==> config.mk <==
export PLATFORM = sky130hd
export DESIGN_NAME = sb_turn_sequencer
export DESIGN_NICKNAME = d
export VERILOG_FILES = /design/src/rtl/sb_turn_pkg.sv /design/src/rtl/sb_pattern_debounce.sv /design/src/rtl/sb_turn_sequencer.sv
export SDC_FILE = /design/constraint.sdc
export NUM_CORES = 1
export LEC_CHECK = 0
export ABC_AREA = 1
export CORE_MARGIN = 2
export CORE_UTILIZATION = 42
export CTS_CLUSTER_SIZE = 40
export DETAILED_ROUTE_END_ITERATION = 8
export GPL_TIMING_DRIVEN = 0
export PLACE_DENSITY = 0.64
export SLEW_MARGIN = 20
export SYNTH_ARGS = -nofsm -noshare
export SYNTH_HDL_FRONTEND = slang
export SYNTH_SLANG_ARGS = --single-unit
==> constraint.sdc <==
create_clock -name clk_50 -period 1.7 [get_ports clk_50]
set_input_delay 0.255 -clock clk_50 [delete_from_list [all_inputs] [get_ports clk_50]]
set_output_delay 0.255 -clock clk_50 [all_outputs]
set_load 0.005 [all_outputs]
==> src/rtl/sb_turn_pkg.sv <==
// rtl/sb_turn_pkg.sv - shared encodings and target-mask helper for the turn sequencer
// Purpose: command encodings, FSM state enum and the sensor target-mask function
//          shared by sb_turn_sequencer and sb_pattern_debounce.
// Ports:   none (package).
package sb_turn_pkg;

   localparam int MAX_SENSORS = 32;

   localparam logic [2:0] CMD_STOP  = 3'd0;
   localparam logic [2:0] CMD_FWD   = 3'd1;
   localparam logic [2:0] CMD_LEFT  = 3'd2;
   localparam logic [2:0] CMD_RIGHT = 3'd3;
   localparam logic [2:0] CMD_UTURN = 3'd4;

   typedef enum logic [2:0] {
      IDLE   = 3'd0,
      LEAVE  = 3'd1,
      SEEK   = 3'd2,
      SETTLE = 3'd3,
      DONE   = 3'd4,
      ERR    = 3'd5
   } state_e;

   // One-hot pattern the robot must see once a manoeuvre has finished.
   // Bit n-1 is the leftmost sensor, bit 0 the rightmost.
   function automatic logic [MAX_SENSORS-1:0] target_mask(input logic [2:0] c, input int n);
      logic [MAX_SENSORS-1:0] one;
      logic [MAX_SENSORS-1:0] m;
      one = {{(MAX_SENSORS-1){1'b0}}, 1'b1};
      case (c)
         CMD_FWD:             m = one << (n / 2);
         CMD_LEFT, CMD_UTURN: m = one << (n - 1);
         CMD_RIGHT:           m = one;
         default:             m = '0;
      endcase
      return m;
   endfunction

endpackage

==> src/rtl/sb_pattern_debounce.sv <==
// rtl/sb_pattern_debounce.sv - sensor/target comparator with saturating match counter
// Purpose: flags a sensor/target match and counts consecutive matching cycles
//          while the sequencer is searching or settling.
// Ports:   clk_i, rst_ni   clock, asynchronous active-low reset
//          run_i           counting enabled (SEEK or SETTLE)
//          sensors_i       current line-sensor pattern
//          target_i        one-hot target pattern
//          match_o         sensors_i equals target_i this cycle
//          stable_o        match count has reached DEBOUNCE_CYC
module sb_pattern_debounce
   import sb_turn_pkg::*;
#(
   parameter int N_SENSORS    = 3,
   parameter int DEBOUNCE_CYC = 1000,
   parameter int CW           = 26
) (
   input  logic                 clk_i,
   input  logic                 rst_ni,
   input  logic                 run_i,
   input  logic [N_SENSORS-1:0] sensors_i,
   input  logic [N_SENSORS-1:0] target_i,
   output logic                 match_o,
   output logic                 stable_o
);

   logic [CW-1:0] cnt_q, cnt_d;

   assign match_o  = (sensors_i == target_i);
   assign stable_o = (cnt_q == CW'(DEBOUNCE_CYC));

   // Any mismatch (or leaving the search phases) restarts the run from zero.
   always_comb begin
      cnt_d = cnt_q;
      if (!run_i || !match_o) begin
         cnt_d = '0;
      end else if (cnt_q != '1) begin
         cnt_d = cnt_q + CW'(1);
      end
   end

   always_ff @(posedge clk_i or negedge rst_ni) begin
      if (!rst_ni) begin
         cnt_q <= '0;
      end else begin
         cnt_q <= cnt_d;
      end
   end

endmodule

==> src/rtl/sb_turn_sequencer.sv <==
// rtl/sb_turn_sequencer.sv - line-follower manoeuvre sequencer with debounced completion
// Purpose: accepts one manoeuvre per start/done handshake, steers motor control and
//          reports completion once the target sensor pattern is stable.
//          Optional timeout watchdog enabled by defining SB_TURN_TIMEOUT_EN.
// Ports:   clk_50     system clock
//          rst_n      asynchronous active-low reset
//          start      command strobe, sampled only when idle
//          cmd        0 STOP, 1 FWD, 2 LEFT, 3 RIGHT, 4 UTURN, 5-7 illegal
//          sensors    line sensors, 1 = on line, MSB = leftmost
//          busy       manoeuvre in progress
//          done       one-cycle completion pulse
//          error      sticky timeout / illegal-command flag
//          motor_cmd  command to motor control, same encoding as cmd
module sb_turn_sequencer
   import sb_turn_pkg::*;
#(
   parameter int N_SENSORS    = 3,
   parameter int DEBOUNCE_CYC = 1000,
   parameter int TIMEOUT_CYC  = 50000000,
   parameter int CW           = 26
) (
   input  logic                 clk_50,
   input  logic                 rst_n,
   input  logic                 start,
   input  logic [2:0]           cmd,
   input  logic [N_SENSORS-1:0] sensors,
   output logic                 busy,
   output logic                 done,
   output logic                 error,
   output logic [2:0]           motor_cmd
);

   localparam int CTR = N_SENSORS / 2;

   if ((N_SENSORS < 3) || ((N_SENSORS % 2) == 0) || (N_SENSORS > MAX_SENSORS) ||
       (DEBOUNCE_CYC < 1) || (longint'(TIMEOUT_CYC) >= (longint'(1) << CW))) begin : g_bad_cfg
      $error("sb_turn_sequencer: illegal parameter set");
   end

   state_e               state_q, state_d;
   logic [2:0]           cmd_q, cmd_d;
   logic                 busy_q, busy_d;
   logic                 done_q, done_d;
   logic                 error_q, error_d;
   logic [2:0]           motor_q, motor_d;

   logic [N_SENSORS-1:0] target;
   logic                 node;
   logic [2:0]           steer;
   logic                 run;
   logic                 match;
   logic                 stable;
   logic                 timeout_hit;

   assign target = N_SENSORS'(target_mask(cmd_q, N_SENSORS));
   assign node   = &sensors;
   // At a crossing node every sensor is on line; drive straight through it.
   assign steer  = node ? CMD_FWD : cmd_q;
   assign run    = (state_q == SEEK) || (state_q == SETTLE);

   sb_pattern_debounce #(
      .N_SENSORS    (N_SENSORS),
      .DEBOUNCE_CYC (DEBOUNCE_CYC),
      .CW           (CW)
   ) u_debounce (
      .clk_i     (clk_50),
      .rst_ni    (rst_n),
      .run_i     (run),
      .sensors_i (sensors),
      .target_i  (target),
      .match_o   (match),
      .stable_o  (stable)
   );

`ifdef SB_TURN_TIMEOUT_EN
   logic          active;
   logic          accept;
   logic [CW-1:0] to_q, to_d;

   assign active = (state_q == LEAVE) || (state_q == SEEK) || (state_q == SETTLE);
   assign accept = start && !active && (cmd != CMD_STOP) && (cmd <= CMD_UTURN);
   // Fires on the cycle whose increment would bring the count to TIMEOUT_CYC.
   assign timeout_hit = active && (to_q >= CW'(TIMEOUT_CYC - 1));

   always_comb begin
      to_d = to_q;
      if (accept) begin
         to_d = '0;
      end else if (active && (to_q != '1)) begin
         to_d = to_q + CW'(1);
      end
   end

   always_ff @(posedge clk_50 or negedge rst_n) begin
      if (!rst_n) begin
         to_q <= '0;
      end else begin
         to_q <= to_d;
      end
   end
`else
   assign timeout_hit = 1'b0;
`endif

   // DONE and ERR last one cycle and behave as IDLE, so a new start is taken
   // on the same cycle the done pulse (or error) becomes visible.
   always_comb begin
      state_d = state_q;
      cmd_d   = cmd_q;
      busy_d  = busy_q;
      done_d  = 1'b0;
      error_d = error_q;
      motor_d = motor_q;
      case (state_q)
         IDLE, DONE, ERR: begin
            state_d = IDLE;
            busy_d  = 1'b0;
            motor_d = CMD_STOP;
            if (start) begin
               if (cmd == CMD_STOP) begin
                  state_d = DONE;
                  done_d  = 1'b1;
                  error_d = 1'b0;
               end else if (cmd > CMD_UTURN) begin
                  state_d = ERR;
                  error_d = 1'b1;
               end else begin
                  cmd_d   = cmd;
                  busy_d  = 1'b1;
                  error_d = 1'b0;
                  if (cmd == CMD_UTURN) begin
                     state_d = LEAVE;
                     motor_d = CMD_LEFT;
                  end else begin
                     state_d = SEEK;
                     motor_d = node ? CMD_FWD : cmd;
                  end
               end
            end
         end
         LEAVE: begin
            motor_d = CMD_LEFT;
            if (!sensors[CTR]) begin
               state_d = SEEK;
               motor_d = steer;
            end
         end
         SEEK: begin
            motor_d = steer;
            if (match) begin
               state_d = SETTLE;
            end
         end
         SETTLE: begin
            motor_d = steer;
            if (!match) begin
               state_d = SEEK;
            end else if (stable) begin
               state_d = DONE;
               done_d  = 1'b1;
               busy_d  = 1'b0;
               motor_d = CMD_STOP;
            end
         end
         default: begin
            state_d = IDLE;
            busy_d  = 1'b0;
            motor_d = CMD_STOP;
         end
      endcase
      if (timeout_hit) begin
         state_d = ERR;
         error_d = 1'b1;
         busy_d  = 1'b0;
         done_d  = 1'b0;
         motor_d = CMD_STOP;
      end
   end

   always_ff @(posedge clk_50 or negedge rst_n) begin
      if (!rst_n) begin
         state_q <= IDLE;
         cmd_q   <= CMD_STOP;
         busy_q  <= 1'b0;
         done_q  <= 1'b0;
         error_q <= 1'b0;
         motor_q <= CMD_STOP;
      end else begin
         state_q <= state_d;
         cmd_q   <= cmd_d;
         busy_q  <= busy_d;
         done_q  <= done_d;
         error_q <= error_d;
         motor_q <= motor_d;
      end
   end

   assign busy      = busy_q;
   assign done      = done_q;
   assign error     = error_q;
   assign motor_cmd = motor_q;

endmodule

# Yosys cells after proc, flatten, opt, wreduce, memory -nomap -nowiden
# Index checks and enable logic that the tools add are counted.
[totals] word_cells=80 regBits=38 out_inout_bits=6 inputBits=9
[classes] n_bitwise=3 n_eq_ne=18 magnitude_cmp=1 reduce_logical=15 n_addsub=1 mux=35
[ops] op="26-bit 2-to-1 mux" count=2
[ops] op="3-bit 2-to-1 mux" count=16
[ops] op="26-bit by 1-bit adder with 26-bit output (second input constant)" count=1
[ops] op="26-bit by 10-bit == test with 1-bit output (second input constant)" count=1
[ops] op="26-bit != test (second input constant)" count=1
[ops] op="3-bit case mux with 4 select lines" count=2
[ops] op="3-bit by 2-bit == test with 1-bit output (second input constant)" count=4
[ops] op="3-bit == test (second input constant)" count=4
[ops] op="1-bit 2-to-1 mux" count=11
[ops] op="3-bit case mux with 3 select lines" count=1
[ops] op="3-bit AND reduction" count=3
[ops] op="2-bit != test (second input constant)" count=4
[ops] op="3-bit by 1-bit == test with 1-bit output (second input constant)" count=2
[ops] op="3-bit logical NOT" count=2
[ops] op="4-bit AND reduction" count=1
[ops] op="2-bit OR reduction" count=2
[ops] op="3-bit == test" count=1
[ops] op="3-bit greater-than comparator (second input constant)" count=1
[ops] op="3-bit != test (second input constant)" count=1
[ops] op="1-bit inverter" count=3
[ops] op="1-bit case mux with 3 select lines" count=1
[ops] op="3-bit OR reduction" count=1
[ops] op="1-bit logical NOT" count=2
[ops] op="1-bit logical OR" count=2
[ops] op="other kinds (4)" count=4

# Depth between registers and ports, before layout
[depth] ltp_word=7 mapped_depth=11 ltp_nobuf=11

# Cells and area by module
# A second synthesis with hierarchy kept.
[hier_totals] hier_cells=350 area_unflattened_um2=2544.9
[modules_own_cells] module="sb_pattern_debounce" seq_area_each_um2=650.6 instances=1 cells_each=249 area_per_inst_um2=1765.4
[modules_own_cells] module="sb_turn_sequencer" seq_area_each_um2=300.3 instances=1 cells_each=101 area_per_inst_um2=779.5

# Least setup slack after synthesis
# Ideal clock, no wire load.
[synth_path] kind="register to register" startpoint="register u_debounce.cnt_q[0]" endpoint="register u_debounce.cnt_q[6]" arrival_ns=1.447 setup_time_ns=0.095 setup_slack_ns=0.157 stages_incl_launch_ff=11 path_buffers=1 synth_period_minus_slack_ns=1.543 required_time_ns=1.605 cell_sequence="dfrtp_1 > ha_1 > nand2_2 > nor2_4 > nand2_4 > nor2_4 > nand2_2 > clkinv_2 > nand3_2 > buf_6 > o31ai_1"
[synth_via] elab_chain_cells=3 elab_cells_between_ends=5 cone_classes="add/sub (1); eq/ne (1); mux (2); reduce/logical (1)"
[synth_lines] element="from (decl)" line="sb_pattern_debounce.sv:26" rtl="logic [CW-1:0] cnt_q, cnt_d;"
[synth_lines] element="from (signal assigned)" line="sb_pattern_debounce.sv:45" rtl="cnt_q <= cnt_d;"
[synth_lines] element="26-bit by 1-bit adder with 26-bit output" line="sb_pattern_debounce.sv:37" rtl="cnt_d = cnt_q + CW'(1);"
[synth_lines] element="26-bit 2-to-1 mux" line="sb_pattern_debounce.sv:36" rtl="end else if (cnt_q != '1) begin"
[synth_lines] element="26-bit 2-to-1 mux" line="sb_pattern_debounce.sv:34" rtl="if (!run_i || !match_o) begin"
# Several ways; a longest one is shown, not always the timed one. The select of a mux whose other input is x is not followed.
# A chain may end at the register's enable or synchronous reset.

# Worst setup path after layout
[layout_path] startpoint="register u_debounce.cnt_q[0]" endpoint="register u_debounce.cnt_q[4]"
# The elaborated chain is that of the path after synthesis.

==> impl_metrics.py <==
metrics = {
    "power_and_ir_drop": {
        "p_total_mw": 2.60,
        "power.density_mw_per_mm2": 873,
        "peakVddDrop_mv": 0.502,
        "power.leakage_nw": 1.40,
    },
    "clock_tree": {
        "root_buffer": "clkbuf_8",
        "clockBufferDepth": 2,
        "cts_sinks": 38,
        "clk_pin_slew_ps": 80,
        "cts_tree": "done",
        "clock_latency_ps": 290,
        "htreeDepth": 2,
        "cts_buffers": 5,
    },
    "die": {
        "ioPinCount": 15,
        "rows": 27,
        "die-area_mm2": 0.00639,
        "die_h_um": 79.9,
        "core_area_mm2": 0.00554,
        "die_width_um": 79.9,
        "start_util_pct": 43.7,
    },
    "setup_path": {
        "slowest_delay_ps": 420,
        "required_ps": 1910,
        "crit_path_top_delay_cell": "dfrtp_2",
        "end_kind": "flip-flop",
        "crit_fanout": 10,
        "arrival_ps": 1850,
        "cp-start-kind": "flip-flop",
        "crit_chain": "ha_4 -> nand2_2 -> nor2_4 -> nand2_4 -> nor2_4 -> nand2_4 -> inv_4 -> nand2_4 -> buf_6 -> a21oi_1",
        "cp_common_cell": "nand2_4",
        "critPathKind": "flip-flop to flip-flop",
    },
    "route": {
        "avgRoutedWirePerCell_um": 13.7,
        "firstDrtPassIters": 4,
        "ant_nets": 0,
        "vias": 2241,
        "post-route-drc-count": 0,
        "vias_per_cell": 5.09,
        "dr.first_iter.drc_count": 135,
        "finalWirelength_mm": 6.01,
    },
    "logic_synthesis": {
        "post-synth-top-area-fraction_pct": 39.3,
        "synth_simple_gate_area_share_pct": 34.0,
        "syn_nets": 349,
        "synthAdderAreaFrac_pct": 3.10,
        "ys.warnings.count": 0,
        "synth_area_per_cell_um2": 7.25,
        "synth_area_mm2": 0.00242,
        "ys_seq_area_share_pct": 39.3,
        "yosysTopAreaCell": "dfrtp_1",
        "synthXorXnorAreaFrac_pct": 6.15,
        "synth_mux_area_share_pct": 0,
        "ys_seq_elements": 38,
        "synth_enable_flop_cells": 0,
        "syn_inst": 334,
        "yosysMostFrequentCell": "nand2_1",
        "async_flop_share_pct": 100,
        "synth_top_family_by_area": "simple AND/OR/NAND/NOR gates",
        "synth_area_leaders": "dfrtp_1, nand2_1, nor2_1",
        "synth_compound_area_share_pct": 9.66,
        "netlist_top_cells_count": "nand2_1, nor2_1, dfrtp_1, inv_1, nand3_1",
        "dominantRegCellSynth": "dfrtp_1",
        "ys_types": 29,
    },
    "run_status": {
        "status": "finished, final reports clean",
    },
    "placement": {
        "port_buffers": 14,
        "dpl.cell_count": 421,
        "place_area_mm2": 0.00268,
        "gp_congestion": 0.959,
        "place_hpwl_mm": 4.47,
    },
    "timing": {
        "finalSetupViolations": 0,
        "period_share_pct": 96.2,
        "tightest_slew_ps": 474,
        "fin_skew_ps": 11.7,
        "finalHoldViolCount": 0,
        "slew_viol_final": 0,
        "fmax_mhz": 611,
        "min_period_ps": 1640,
        "slew-limit-headroom_pct": 68.4,
        "fin_hold_ws_ps": 443,
    },
    "global_route": {
        "overflow": 0,
        "grtUsageTotal_pct": 20.3,
        "groute.layer.met3.usage_pct": 3.17,
        "grt_pass1_vias": 2188,
        "grt_max_degree": 21,
        "met2_usage_pct": 35.6,
        "busiest_layer": "met2",
        "grt_antenna_before_repair": 0,
        "grt_pass1_wl_mm": 9.98,
        "use_met1_pct": 24.8,
    },
    "finish": {
        "fin_nets": 382,
        "fin_cells": 440,
        "antenna_cells": 0,
        "fin_area_mm2": 0.00298,
        "drive_above_1_share_pct": 16.8,
        "area_growth_pct": 23.1,
    },
    "worst_hold_path": {
        "min_path_type": "primary input to async pin",
    },
    "job": {
        "drv_cap": 0,
    },
}
-- state kept, by name, indices dropped and copies added (netlist names) --
signal            count
u_debounce.cnt_q     26
cmd_q                 3
motor_cmd             3
state_q               3
busy                  1
done                  1
error                 1
-- what timing repair did --
item,in CTS,in global routing
cloned,1,0
pin swaps,3,8
hold buffers,1,0
endpoints found under the hold margin,18,0
setup buffers,7,3
gates resized for setup,9,20
setup endpoints to repair,28,34
-- area by class of cell --
class | count | area [um2]
Inverter | 41 | 159
Fill cell | 553 | 2560
Timing Repair Buffer | 27 | 275
Sequential cell | 38 | 953
Multi-Input combinational cell | 251 | 1360
Buffer | 3 | 30.0
Clock buffer | 8 | 110
Tap cell | 72 | 90.1
-- critical path: cells and delay by family, from the launching register on --
kind            cells  cell delay, ps
simple gates        6             600
flops               1             420
fa+ha+maj           1             150
buf+inv             2             250
compound gates      1             140
-- logic make-up (layout without fill, tap and decap cells) --
family / count (synthesis) / in the layout
AOI/OAI and AO/OA: 38 / 38
buffers and inverters: 45 / 79
and+or+nand+nor: 190 / 190
adders and majority gates: 6 / 6
DFF: 38 / 38
xor gates and xnor gates: 17 / 17
-- stage by stage --
step	TNS [ps]	utilization, %	worst slack [ps]
after floorplan	0	-	157
after global placement	-31310	47.9	-595
after detailed placement	-9170	48.3	-372
after CTS	-0.325	52.2	-0.325
after global routing	-144	53.8	-49.7
final	0	53.8	64.2
-- metal layers --
| metal | wire length [um] | up-vias |
|---|---|---|
| met5 | 0 | - |
| met4 | 91 | 0 |
| met3 | 201 | 9 |
| met2 | 3100 | 43 |
| met1 | 2620 | 1060 |
| li1 | - | 1129 |
-- cell usage in the layout (no fill, tap or decap), types with 2 or more instances in the layout --
cell and n:
a21o_1 2, a21oi_1 12, a21oi_2 7, buf_2 2
buf_4 8, buf_6 4, clkbuf_8 8, clkdlybuf4s50_1 12
dfrtp_1 36, dfrtp_2 2, ha_1 4, ha_4 2
inv_1 34, inv_2 5, inv_4 2, nand2_1 89
nand2_2 5, nand2_4 3, nand3_1 23, nand3_2 2
nand4_1 5, nor2_1 42, nor2_2 3, nor2_4 5
nor3_1 11, o21ai_0 11, o31ai_1 2, xnor2_1 5
xor2_1 12
-- power breakdown --
| group | total, mW | internal, mW | leakage [nW] | switching (mW) |
|---|---|---|---|---|
| registers | 1.08 | 1.00 | 0.509 | 0.0822 |
| clock network | 0.734 | 0.410 | 0.0575 | 0.325 |
| logic | 0.786 | 0.350 | 0.833 | 0.436 |
-- path summary, 6_finish.rpt --
path,slack [ps],start,endpoint,cells after the start
max,60,u_debounce.cnt_q[0]$_DFFE_PN0P_,u_debounce.cnt_q[4]$_DFFE_PN0P_,10
min,440,rst_n,u_debounce.cnt_q[2]$_DFFE_PN0P_,2
max reg2reg,60,u_debounce.cnt_q[0]$_DFFE_PN0P_,u_debounce.cnt_q[4]$_DFFE_PN0P_,10
min reg2reg,480,busy$_DFFE_PN0P_,busy$_DFFE_PN0P_,2
max in group asynchronous,780,rst_n,u_debounce.cnt_q[1]$_DFFE_PN0P_,3
min in group clk_50,460,sensors[1],state_q[1]$_DFFE_PN0P_,4
Note: power is estimated with default switching activity, not from simulation.
==> variant 1: new RTL, config.mk and constraints unchanged <==
`CW` is set to 26 in 2 places; all go to 52.
--- a/src/rtl/sb_pattern_debounce.sv
+++ b/src/rtl/sb_pattern_debounce.sv
@@ -13,5 +13,5 @@
    parameter int N_SENSORS    = 3,
    parameter int DEBOUNCE_CYC = 1000,
-   parameter int CW           = 26
+   parameter int CW           = 52
 ) (
    input  logic                 clk_i,
--- a/src/rtl/sb_turn_sequencer.sv
+++ b/src/rtl/sb_turn_sequencer.sv
@@ -18,5 +18,5 @@
    parameter int DEBOUNCE_CYC = 1000,
    parameter int TIMEOUT_CYC  = 50000000,
-   parameter int CW           = 26
+   parameter int CW           = 52
 ) (
    input  logic                 clk_50,
Check against the original RTL: no difference found for any inputs over 10 cycles, from zero or initial values and one cycle with rst_n low; that may be too few to reach the edited logic, so the function may still have changed.
==> variant 1 against the unedited design <==
Power is 64% higher. Synthesized area is 82% higher. The flow now finishes with violations (negative setup slack). Largest cell class unchanged. Utilization is 1.4 points higher. Worst setup slack worse by 0.11 ns. Highest routed layer unchanged. Design area is 89% higher. Sequential cell count is 26 higher. Wire length is 140% higher. Sequential power is 62% higher.
==> variant 1: results (changes against the unedited design) <==
count of cell types in the netlist=31 (was 29); register area share after synthesis=0.3643 (was 0.3926); largest net degree at the start of global routing=38 (was 21); Final Worst Setup Slack=-0.04637 ns (was 0.06423 ns); Post-DP HPWL=10.48 mm (was 4.467 mm); syn_nets=666 (was 349); pre-CTS setup slack=-0.3889 ns (was -0.3717 ns); Detailed Routing Iterations Pass 1=5 (was 4); post-route setup TNS=-0.8830 ns (was 0 ns); Final setup viols=29 (was 0); Total GRT Usage=0.2685 (was 0.2025); vias in the first global route=4524 (was 2188); # resized after CTS=49 (was 9); later-pin clock latency in the skew report=0.37 ns (was 0.29 ns); Final nets=738 (was 382); Leak=0.002514 µW (was 0.001400 µW); GPL Wtd Cong=1.000 (was 0.9593); setup bufs post-CTS=32 (was 7); Reg2Reg Depth=11 (was 10); Root Driver=clkbuf_8 (unchanged); Post-synth top cells=167 x nand2_1, 115 x nor2_1, 77 x inv_1 (was 92 x nand2_1, 47 x nor2_1, 38 x dfrtp_1); Starting DRT DRC Count=310 (was 135); Mapped Cells=651 (was 334); status=complete, but fails checks (was complete, no violations); ranking of synthesized cells by area=dfrtp_1 36%, nand2_1 14%, nor2_1 9.8% (was dfrtp_1 39%, nand2_1 14%, nor2_1 7.3%); Crit path largest cell delay=0.44 ns (was 0.42 ns); final-layout fill cell count=981 (was 553); CTS buffer count=9 (was 5); vias per inst=5.349 (was 5.093); maximum VDD drop=0.7620 mV (was 0.5021 mV); first-pass GRT wire length=22.99 mm (was 9.977 mm); share of layout cells above drive strength 1=0.2380 (was 0.1685); placed inst area=4725 µm² (was 2675 µm²); H-tree levels=3 (was 2); Hold WC Path Type=input pin to async pin (unchanged); Worst Setup EP=u_debounce.cnt_q[36]$_DFFE_PN0P_ (was u_debounce.cnt_q[4]$_DFFE_PN0P_); Placed Instances=802 (was 421); Min Hold Slack=0.3534 ns (was 0.4433 ns); total number of vias=4616 (was 2241); CP arrival=2.03 ns (was 1.85 ns); DR WL/cell=16.91 µm (was 13.66 µm); Reg with most FFs=u_debounce.cnt_q (unchanged); violated checks=negative setup slack; max reg flops=52 (was 26)
-- variant 1: changes by cell type after synthesis, sizes merged, moves of 3 or more --
cell   unedited run  this run
a21oi            19        24
a31oi             0         3
buf               3         8
dfrtp            38        64
inv              40        81
nand2            97       170
nand3            26        62
nand4             5        28
nor2             50       122
nor3             11        21
o21ai            11        28
xnor2             5         2
xor2             12        25
-- variant 1: power by group --
group / leakage (µW) / total, µW / switching (µW) / internal, µW
Clock: 0.0000975 / 1320 / 637 / 679
Sequential: 0.000859 / 1750 / 106 / 1650
Combinational: 0.00156 / 1210 / 725 / 481
Total: 0.00251 / 4280 / 1470 / 2810
-- variant 1: logic make-up (layout without fill, tap and decap cells) --
family / count (synthesis) / count (layout) / share of synthesized area
compound gates: 56 / 56 / 0.07314
fa+ha+maj: 6 / 6 / 0.01707
xor+xnor: 27 / 27 / 0.05379
flops: 64 / 64 / 0.3643
simple gates: 408 / 409 / 0.4072
buf+inv: 90 / 165 / 0.08452
-- variant 1: per-layer routing --
layer / part of all wire / track usage / wire (µm) / up-vias
met4: 0.041 / 0.1184 / 596 / 0
met3: 0.060 / 0.05150 / 880 / 42
met2: 0.48 / 0.4382 / 6994 / 172
li1: - / - / - / 2239
met1: 0.42 / 0.3460 / 6118 / 2163
met5: 0 / 0 / 0 / -
-- variant 1: cell type report --
type / count / area [µm²] / area share
timing repair buffer: 61 / 503.0 / 0.08906
clock inverter: 2 / 12.51 / 0.002215
buffer: 8 / 102.6 / 0.01817
multi-input combinational: 498 / 2750 / 0.4869
tap: 136 / 170.2 / 0.03013
sequential: 64 / 1617 / 0.2862
inverter: 81 / 314.1 / 0.05560
clock buffer: 13 / 178.9 / 0.03168
==> variant 2: new RTL, same settings <==
Without the edit above. Put one more register stage on the output `done`, without a reset. The value now appears one clock later. The other outputs are not delayed to match. Comments in the files are not updated.
--- a/src/rtl/sb_turn_sequencer.sv
+++ b/src/rtl/sb_turn_sequencer.sv
@@ -197,5 +197,7 @@
 
    assign busy      = busy_q;
-   assign done      = done_q;
+   always_ff @(posedge clk_50) begin
+      done <= done_q;
+   end
    assign error     = error_q;
    assign motor_cmd = motor_q;
Check against the original RTL: not equivalent (Yosys sat finds a counterexample within 4 cycles, from zero or initial values and one cycle with rst_n low).
==> variant 2 against the unedited design <==
Global-route usage shrank 0.25 points. Synthesized cell count grew 3.6%. Clock skew shrank 0.0053 ns. Worst setup slack lost 0.031 ns. Design area grew 3.9%. Synthesized area grew 1.8%. Sequential cell count grew 1. Sequential share of layout area shrank 0.54 points. Highest routed layer unchanged. Power grew 4.9%. First-iteration DRC count grew 5.2%. Wire length grew 4.1%.
==> variant 2: results (changes against the unedited design) <==
pre-CTS setup slack=-0.3580 ns (was -0.3717 ns); total number of vias=2313 (was 2241); Post-synth top cells=98 x nand2_1, 44 x nor2_1, 41 x inv_1 (was 92 x nand2_1, 47 x nor2_1, 38 x dfrtp_1); count of cell types in the netlist=32 (was 29); setup bufs post-CTS=5 (was 7); worst-path maximum fanout=4 (was 10); Leak=0.001428 µW (was 0.001400 µW); clk_skew=0.006460 ns (was 0.01171 ns); share of layout cells above drive strength 1=0.1958 (was 0.1685); syn_nets=361 (was 349); Reg with most FFs=u_debounce.cnt_q (unchanged); first-pass GRT wire length=9.846 mm (was 9.977 mm); Final nets=397 (was 382); Starting DRT DRC Count=142 (was 135); Final Cycle Share=0.9803 (was 0.9622); placed inst area=2711 µm² (was 2675 µm²); Total GRT Usage=0.2000 (was 0.2025); Placed Instances=433 (was 421); worst rel slew slack=0.7309 (was 0.6839); vias in the first global route=2240 (was 2188); Internal=1862 µW (was 1761 µW); Min Hold Slack=0.3448 ns (was 0.4433 ns); CP max stage cell=dfrtp_1 (was dfrtp_2); Hold WC Path Type=flop to flop (was input pin to async pin); status=complete, no violations (unchanged); GPL Wtd Cong=0.8679 (was 0.9593); largest net degree at the start of global routing=27 (was 21); DR WL/cell=13.76 µm (was 13.66 µm); Reg2Reg Setup Slack=0.03 ns (was 0.06 ns); final-layout fill cell count=558 (was 553); fraction of registers with async set/reset=0.9744 (was 1.000); Mapped Cells=346 (was 334); ranking of synthesized cells by area=dfrtp_1 39%, nand2_1 15%, nor2_1 6.7% (was dfrtp_1 39%, nand2_1 14%, nor2_1 7.3%); maximum VDD drop=0.5496 mV (was 0.5021 mV); R2R Path End=state_q[1]$_DFFE_PN0P_ (was u_debounce.cnt_q[4]$_DFFE_PN0P_); Post-DP HPWL=4.629 mm (was 4.467 mm); Critical R2R Launch=u_debounce.cnt_q[0]$_DFFE_PN0P_ (unchanged); clock tree buffer depth=2 (unchanged); Reg2Reg Depth=11 (was 10); vias per inst=5.084 (was 5.093); register area share after synthesis=0.3937 (was 0.3926)
==> variant 2: cell count changes in the layout (fill, tap and decap cells not counted), moves of 4 or more <==
cell,delta
nor2_1,-6
a21oi_2,-5
inv_1,+4
o21ai_2,+4
buf_4,+4
==> variant 2: metrics by stage <==
step / TNS [ns] / util / total power (µW)
floorplan: 0 / - / 1513
global placement: -28.79 / 0.4837 / 1746
detailed placement: -8.745 / 0.4864 / 1773
CTS: -0.01931 / 0.5214 / 2625
global route: -0.1971 / 0.5556 / 2893
finish: 0 / 0.5556 / 2732
==> variant 2: logic make-up (layout without fill, tap and decap cells) <==
logic type / after synthesis / in the layout / synth area share
AOI/OAI and AO/OA: 41 / 41 / 0.09488
and+or+nand+nor: 200 / 200 / 0.3597
DFF: 39 / 39 / 0.3937
buffers and inverters: 47 / 84 / 0.07509
adders and majority gates: 6 / 6 / 0.03044
xor gates and xnor gates: 13 / 13 / 0.04617
==> variant 2: layout make-up <==
class / count / area share
multi-input cells: 260 / 0.4679
flip-flops and latches: 39 / 0.3143
repair buffers: 30 / 0.09051
inverters: 44 / 0.05495
well taps: 72 / 0.02909
clock buffers: 6 / 0.02667
clock inverters: 2 / 0.01131
plain buffers: 2 / 0.005253
==> variant 2: power groups by stage <==
stage | registers [µW] | logic [µW] | clock network (µW)
6_report | 1110 | 815 | 811
5_1_grt | 1120 | 906 | 872
4_1_cts | 1100 | 698 | 826
3_5_place_dp | 1120 | 652 | 0
3_3_place_gp | 1120 | 627 | 0
2_1_floorplan | 1110 | 404 | 0
==> variant 2: per-layer routing <==
layer,track usage,up-vias,wire length [µm]
li1,-,1167,-
met3,0.03933,14,234
met2,0.3542,55,3129
met5,0,-,0
met1,0.2317,1077,2719
met4,0.08983,0,178
